<file path="src/rtl/exp_series_unit.sv">
// Fixed-point e^x / e^-x engine for x in [0,1), built by summing Taylor terms
// one at a time: each term costs a multiply by x and a multiply by 1/k.
module exp_series_unit #(
    parameter int FRAC_W = 16,
    parameter int INT_W  = 2,
    parameter int TERMS  = 8
) (
    input  logic              clk,
    input  logic              rst,
    input  logic              start,
    input  logic              neg,
    input  logic [FRAC_W-1:0] x,
    output logic              busy,
    output logic              done,
    output logic [INT_W-1:0]  intpart,
    output logic [FRAC_W-1:0] fracpart
);

    // e^x < 3 for x < 1, so the accumulator keeps at least two integer bits
    // plus sign; a narrow INT_W then saturates instead of wrapping.
    localparam int SUM_W = (INT_W + FRAC_W + 1 > FRAC_W + 3) ? INT_W + FRAC_W + 1 : FRAC_W + 3;
    localparam int OUT_W = INT_W + FRAC_W;
    localparam int K_W   = 5;
    localparam int R_N   = 1 << K_W;

    localparam logic signed [SUM_W-1:0] ONE_SUM = SUM_W'(64'd1 << FRAC_W);
    localparam logic signed [SUM_W-1:0] SAT_MAX = SUM_W'((64'd1 << OUT_W) - 64'd1);

    typedef enum logic [1:0] {IDLE, MULX, MULR, DONE} state_t;

    state_t                   state, state_next;
    logic [FRAC_W-1:0]        xr;
    logic                     nr;
    logic [FRAC_W:0]          term;
    logic [FRAC_W:0]          p;
    logic signed [SUM_W-1:0]  sum;
    logic [K_W-1:0]           k;

    logic [FRAC_W:0]          recip [R_N];
    logic [2*FRAC_W+1:0]      prod_x;
    logic [2*FRAC_W+1:0]      prod_r;
    logic [FRAC_W:0]          p_next;
    logic [FRAC_W:0]          t;
    logic signed [SUM_W-1:0]  t_ext;
    logic signed [SUM_W-1:0]  sum_next;
    logic [OUT_W-1:0]         sum_clamped;
    logic                     last;

    // Reciprocal table 2^FRAC_W / k; entries 0 and 1 are both exactly one.
    genvar gi;
    generate
        for (gi = 0; gi < R_N; gi++) begin : g_recip
            if (gi < 2) begin : g_one
                assign recip[gi] = (FRAC_W+1)'(64'd1 << FRAC_W);
            end else begin : g_div
                assign recip[gi] = (FRAC_W+1)'((64'd1 << FRAC_W) / gi);
            end
        end
    endgenerate

    always_comb begin
        prod_x   = term * {1'b0, xr};
        p_next   = (FRAC_W+1)'(prod_x >> FRAC_W);
        prod_r   = p * recip[k];
        t        = (FRAC_W+1)'(prod_r >> FRAC_W);
        t_ext    = $signed({{(SUM_W-FRAC_W-1){1'b0}}, t});
        sum_next = (nr && k[0]) ? sum - t_ext : sum + t_ext;
        if (sum_next < 0)
            sum_clamped = '0;
        else if (sum_next > SAT_MAX)
            sum_clamped = '1;
        else
            sum_clamped = OUT_W'(sum_next);
        last = (t == '0) || (k == K_W'(TERMS));
    end

    always_comb begin
        state_next = state;
        case (state)
            IDLE: if (start) state_next = MULX;
            MULX: state_next = MULR;
            MULR: state_next = last ? DONE : MULX;
            DONE: state_next = IDLE;
            default: state_next = IDLE;
        endcase
    end

    assign busy = (state != IDLE);
    assign done = (state == DONE);

    always_ff @(posedge clk or negedge rst) begin
        if (!rst) begin
            state    <= IDLE;
            xr       <= '0;
            nr       <= 1'b0;
            term     <= '0;
            p        <= '0;
            sum      <= '0;
            k        <= '0;
            intpart  <= '0;
            fracpart <= '0;
        end else begin
            state <= state_next;
            case (state)
                IDLE: begin
                    if (start) begin
                        xr   <= x;
                        nr   <= neg;
                        term <= (FRAC_W+1)'(64'd1 << FRAC_W);
                        sum  <= ONE_SUM;
                        k    <= K_W'(1);
                    end
                end
                MULX: p <= p_next;
                MULR: begin
                    term <= t;
                    sum  <= sum_next;
                    k    <= k + K_W'(1);
                    if (last) begin
                        intpart  <= sum_clamped[OUT_W-1:FRAC_W];
                        fracpart <= sum_clamped[FRAC_W-1:0];
                    end
                end
                default: ;
            endcase
        end
    end

endmodule

</file>
<file path="config.mk">
export PLATFORM = sky130hd
export DESIGN_NAME = exp_series_unit
export DESIGN_NICKNAME = d
export VERILOG_FILES = /design/src/rtl/exp_series_unit.sv
export SDC_FILE = /design/constraint.sdc
export NUM_CORES = 1
export LEC_CHECK = 0
export CORE_ASPECT_RATIO = 1.4
export CORE_MARGIN = 2
export CORE_UTILIZATION = 40
export DETAILED_ROUTE_END_ITERATION = 12
export GPL_ROUTABILITY_DRIVEN = 0
export PLACE_DENSITY_LB_ADDON = 0.25
export SYNTH_ARGS = -nofsm -noshare
export SYNTH_HDL_FRONTEND = slang
export SYNTH_SLANG_ARGS = --single-unit
</file>
<file path="constraint.sdc">
create_clock -name clk -period 23.2 [get_ports clk]
set_clock_uncertainty 0.2 [all_clocks]
set_input_delay 4.64 -clock clk [delete_from_list [all_inputs] [get_ports clk]]
set_output_delay 4.64 -clock clk [all_outputs]
set_load 0.05 [all_outputs]
</file>
## After elaboration in Yosys (flattened, before gate mapping)

Memories as Yosys holds them, arrays and structs flattened.
Cells that the tools add are included.
W data, S select, Z words.

| operators by class | value |
|---|---|
| multiplexer cells | 14 |
| bitwise gates (word level) | 1 |
| reductions and logical operators | 9 |
| $mul | 2 |
| add/sub/neg operators | 3 |
| eq/ne operators | 5 |
| magnitude comparators | 3 |

Operator list:

| operator | number |
|---|---|
| $mux W17 | 3 |
| $mux W19 | 2 |
| $pmux W19 S2 | 1 |
| $mux W18 | 2 |
| $pmux W17 S2 | 1 |
| $mul A17 B16 Y33 | 1 |
| $mul A17 B17 Y33 | 1 |
| $add A19 B18 Y19 | 1 |
| $gt A19 B19 Y1 const B | 1 |
| $lt A19 B1 Y1 const B | 1 |
| $sub A19 B18 Y19 | 1 |
| $logic_not A17 Y1 | 1 |
| $pmux W5 S2 | 1 |
| $pmux W2 S4 | 1 |
| $ge A6 B6 Y1 const B | 1 |
| $not A5 Y6 | 1 |
| $reduce_and A2 Y1 | 3 |
| $add A5 B1 Y5 const B | 1 |
| $eq A5 B4 Y1 const B | 1 |
| $mux W5 | 1 |
| $eq A2 B2 Y1 const B | 2 |
| $mux W2 | 2 |
| $reduce_bool A2 Y1 | 2 |
| $eq A2 B1 Y1 const B | 1 |
| 4 further kinds | 4 |

| word-level totals | value |
|---|---|
| bits in read-only memories | 544 |
| logic and storage cells | 47 |
| register bits after elaboration | 95 |
| memories kept | 1 |
| output and inout bits | 20 |
| input port bits | 20 |

Memories:

| memory | depth | width | read ports | clocked after Yosys merged registers in | wr ports | line | source |
|---|---|---|---|---|---|---|---|
| (name not given) | 32 | 17 | 1 | 0 | 0 | 64 | `prod_r = p * recip[k];` |

## Depth between registers and ports, before layout

| depth | value |
|---|---|
| depth after elaboration | 10 |
| gate-level depth with buffers | 46 |

## Worst setup path before layout

Ideal clock, no wire load.

| path | value |
|---|---|
| path kind | register to register |
| from | reg k[0] |
| to | reg fracpart[0] |
| clock period less this slack | 10.087 ns |
| setup time | 0.130 ns |
| slack | 13.113 ns |
| required time | 22.870 ns |
| arrival time | 9.757 ns |
| path buffers | 3 |
| stages on the path, launching flop included | 42 |
| cells stage by stage | dfrtp_1 -> clkbuf_1 -> inv_1 -> ha_1 -> nor2_1 -> nor3_1 -> a211oi_1 -> a221oi_1 -> clkbuf_1 -> nand2_1 -> fa_1 -> fa_1 -> fa_1 -> inv_1 -> fa_1 -> fa_1 -> inv_1 -> fa_1 -> [... 6 more ...] -> or3_1 -> and2_1 -> nor4_1 -> nand2_1 -> nand2_1 -> xnor2_1 -> ha_1 -> nand3_1 -> nor2_1 -> nand2_1 -> nand2_1 -> a311oi_1 -> o21bai_1 -> a21oi_1 -> a311o_1 -> xnor2_2 -> buf_6 -> o31ai_2 |

| on the way | value |
|---|---|
| longest elaborated chain between the ends | 10 |
| elaborated cells between the ends (all ways) | 17 |
| classes of those cells | add/sub: 2; mul: 1; order compare: 2; eq/ne: 1; mux: 5; bitwise: 1; reduce/logical: 4; memory: 1 |

Ends and longest elaborated chain:

| item | line | source |
|---|---|---|
| start: declaration | 37 | `logic [K_W-1:0] k;` |
| start signal: assignment | 118 | `k <= k + K_W'(1);` |
| $not A5 Y6 (implied by the code) | 64 |  |
| $mem_v2 Z32 W17 | -- |  |
| $mux W17 (implied by the code) (2 in a row) | 64 |  |
| $mul A17 B17 Y33 | 64 |  |
| $add A19 B18 Y19 or $sub A19 B18 Y19 (tied branches) | 67 | `sum_next = (nr && k[0]) ? sum - t_ext : sum + t_ext;` |
| $mux W19 | 67 |  |
| $gt A19 B19 Y1 | 70 | `else if (sum_next > SAT_MAX)` |
| $mux W18 | 70 |  |
| $mux W18 | 68 | `if (sum_next < 0)` |
| end signal: assignment | 121 | `fracpart <= sum_clamped[FRAC_W-1:0];` |
| end: declaration | 16 | `output logic [FRAC_W-1:0] fracpart` |

Several ways; a longest one is shown, not always the timed one. The select of a mux whose other input is x is not followed.
A chain may end at the register's enable or synchronous reset.

## Final worst setup path

| path | value |
|---|---|
| from | reg k[3] |
| to | reg intpart[1] |

| on the way | value |
|---|---|
| longest elaborated chain between the ends | 10 |
| elaborated cells between the ends (all ways) | 16 |
| classes of those cells | add/sub: 2; mul: 1; order compare: 2; eq/ne: 1; mux: 5; bitwise: 1; reduce/logical: 3; memory: 1 |

Ends and longest elaborated chain:

| item | line | source |
|---|---|---|
| $not A5 Y6 (implied by the code) | 64 |  |
| $mem_v2 Z32 W17 | -- |  |
| $mux W17 (implied by the code) (2 in a row) | 64 |  |
| $mul A17 B17 Y33 | 64 |  |
| $add A19 B18 Y19 or $sub A19 B18 Y19 (tied branches) | 67 |  |
| $mux W19 | 67 |  |
| $gt A19 B19 Y1 | 70 |  |
| $mux W18 | 70 |  |
| $mux W18 | 68 |  |
| end signal: assignment | 120 | `intpart <= sum_clamped[OUT_W-1:FRAC_W];` |
| end: declaration | 15 | `output logic [INT_W-1:0] intpart,` |

Several ways; a longest one is shown, not always the timed one. The select of a mux whose other input is x is not followed.

==> results.json <==
{
  "use_met1": 0.2543,
  "post_cts_resized": 0,
  "synth_area_per_cell_um2": 8.954,
  "cts_tree": "done",
  "synth_cell_types": 77,
  "grt_use_met3": 0.01506,
  "synth_top_area_cell": "fa_1",
  "synth_area_um2": 23040,
  "drv_slew": 0,
  "vias": 17440,
  "routed_via_density": 5.313,
  "ys_warn_count": 0,
  "finalCritPeriodShare": 0.5059,
  "track_usage": 0.2204,
  "n_fill_cell": 5663,
  "grt_pass1_wl_um": 102000,
  "cts_made_buffers": 9,
  "cp-start-kind": "flip-flop",
  "area_growth_syn_to_layout_pct": 6.077,
  "synthArstFlopShare": 1.000,
  "crit_path_frequent_cell": "fa_1",
  "grt_pass1_vias": 19270,
  "yosysMostFrequentCell": "inv_1",
  "synth_edf_count": 0,
  "drtIter0Drc": 1100,
  "syn_nets": 3253,
  "critPathMaxFanout": 34,
  "fin_nets": 3216,
  "coreArea_um2": 57250,
  "ys_top_cells_by_area": "fa_1, ha_1, dfrtp_1",
  "crit_required_ps": 23220,
  "multi_input_area_um2": 18400,
  "seq_area_frac_synth": 0.1032,
  "tightestPinTransition_ps": 1121,
  "antennaDiodeCount": 0,
  "status": "finished clean",
  "fin_setup_tns_ps": 0,
  "overflow": 0,
  "antenna_found_initial": 2,
  "cts_max_path_buffers": 2,
  "ant_nets": 0,
  "grt_max_degree": 55,
  "post_cts_buffers": 0,
  "clk-insertion-delay-late_ps": 370,
  "critical_path.endpoint_type": "flip-flop",
  "drt_first_pass_iters": 6,
  "dp_hpwl_um": 49150,
  "slew_headroom": 0.2528,
  "routed_wl_um": 62320,
  "grt_most_used_layer": "met2",
  "rsz0062_at_grt": "false",
  "die_area_um2": 59560,
  "synth_top_cell_area_share": 0.3728,
  "period_minus_slack_ps": 11740,
  "netlist_instances": 2573,
  "initial_core_util": 0.4024,
  "port_buffers": 39,
  "maxCapViolCount": 0,
  "clk_pin_slew_ps": 80,
  "path_class": "reg2reg",
  "rows": 104,
  "hold_viol_final": 0,
  "synth_commonest_cells": "inv_1, fa_1, nand2_1",
  "crit_path_max_incr_delay_ps": 1030,
  "clock-root-buffer": "clkbuf_16",
  "hold_path.class": "reg2reg",
  "max_freq_mhz": 85.20,
  "cts_hold_buf": 0,
  "die_h_um": 288.0,
  "io_pins": 40,
  "synthFlopType": "dfrtp_1",
  "synth-seq-cells": 95,
  "htreeDepth": 3,
  "clock-sinks": 95,
  "final_layout_size_suffix_gt1_frac": 0.03857,
  "met2_usage": 0.4167,
  "seq_area_um2": 2377,
  "cpMaxStageDelayCell": "dfrtp_1",
  "drc": 0,
  "wire_per_inst_um": 18.98,
  "setup_violations": 0,
  "chipWidth_um": 206.8,
  "worstPathArrival_ps": 11750
}
-- through the flow --
step / util / area (um^2) / worst slack (ps) / hold slack (ps) / std cells
3_3_place_gp: 0.4217 / 24150 / 11940 / 267.7 / 3267
4_1_cts: 0.4268 / 24440 / 11590 / 290.8 / 3283
5_1_grt: 0.4268 / 24440 / 10630 / 312.3 / 3283
6_report: 0.4268 / 24440 / 11460 / 290.4 / 3283
2_1_floorplan: - / 23040 / 13110 / 256.3 / 2573
3_5_place_dp: 0.4217 / 24150 / 11620 / 271.6 / 3267
-- worst max-delay path, delay by kind of cell (launching register included) --
family	cells	cell delay (ps)
flops	1	1030
buf+inv	5	990
fa+ha+maj	9	3960
xor+xnor	3	1360
compound gates	11	2180
simple gates	11	1850
-- final cells by class --
cell class | count | area share
clock buffer | 9 | 0.009216
clock inverter | 7 | 0.002765
inverter | 494 | 0.07588
multi-input combinational | 1870 | 0.7527
sequential | 95 | 0.09728
tap | 742 | 0.03799
timing repair buffer | 66 | 0.02417
-- layer usage --
| layer | share of wire | up-vias | wire, um |
|---|---|---|---|
| li1 | - | 7871 | - |
| met1 | 0.38 | 8983 | 23870 |
| met2 | 0.54 | 436 | 33690 |
| met3 | 0.033 | 152 | 2035 |
| met4 | 0.044 | 0 | 2726 |
| met5 | 0 | - | 0 |
-- placed cells by master (no fill, tap or decap), types with 32 or more instances in the layout --
master and instances:
inv_1 491, clkdlybuf4s50_1 38, o21ai_0 71, xnor2_1 32, and2_1 255, nand2_1 394, dfrtp_1 95, fa_1 429
ha_1 231, a21oi_1 60, nor2_1 53
-- state kept, by name (all words and copies together) (netlist names) --
signal / cells
term: 17
fracpart: 16
intpart: 2
xr: 16
sum: 19
p: 17
nr: 1
k: 5
state: 2
-- path summary, 6_finish.rpt --
kind	from	to	slack, ps	cells after the start
max	k[3]$_DFFE_PN0P_	intpart[1]$_DFFE_PN0P_	11460	39
min	fracpart[5]$_DFFE_PN0P_	fracpart[5]$_DFFE_PN0P_	290	2
max reg2reg	k[3]$_DFFE_PN0P_	intpart[1]$_DFFE_PN0P_	11460	39
min reg2reg	fracpart[5]$_DFFE_PN0P_	fracpart[5]$_DFFE_PN0P_	290	2
max in group asynchronous	rst	p[2]$_DFFE_PN0N_	17630	2
min in group asynchronous	rst	xr[3]$_DFFE_PN0P_	4140	1
-- cell families (layout without fill, tap and decap cells) --
group,Yosys count,in the layout,synth area share
XOR/XNOR,62,62,0.02390
flip-flops,95,95,0.1032
adder cells (fa/ha/maj),660,660,0.4982
AO/OA/AOI/OAI,302,302,0.08842
multiplexers,23,23,0.01097
AND/OR/NAND/NOR,823,823,0.1758
buffers and inverters,608,576,0.09949
Power is not shown: default switching activity piles up to over one toggle a cycle in this logic, so the estimate is an artifact.
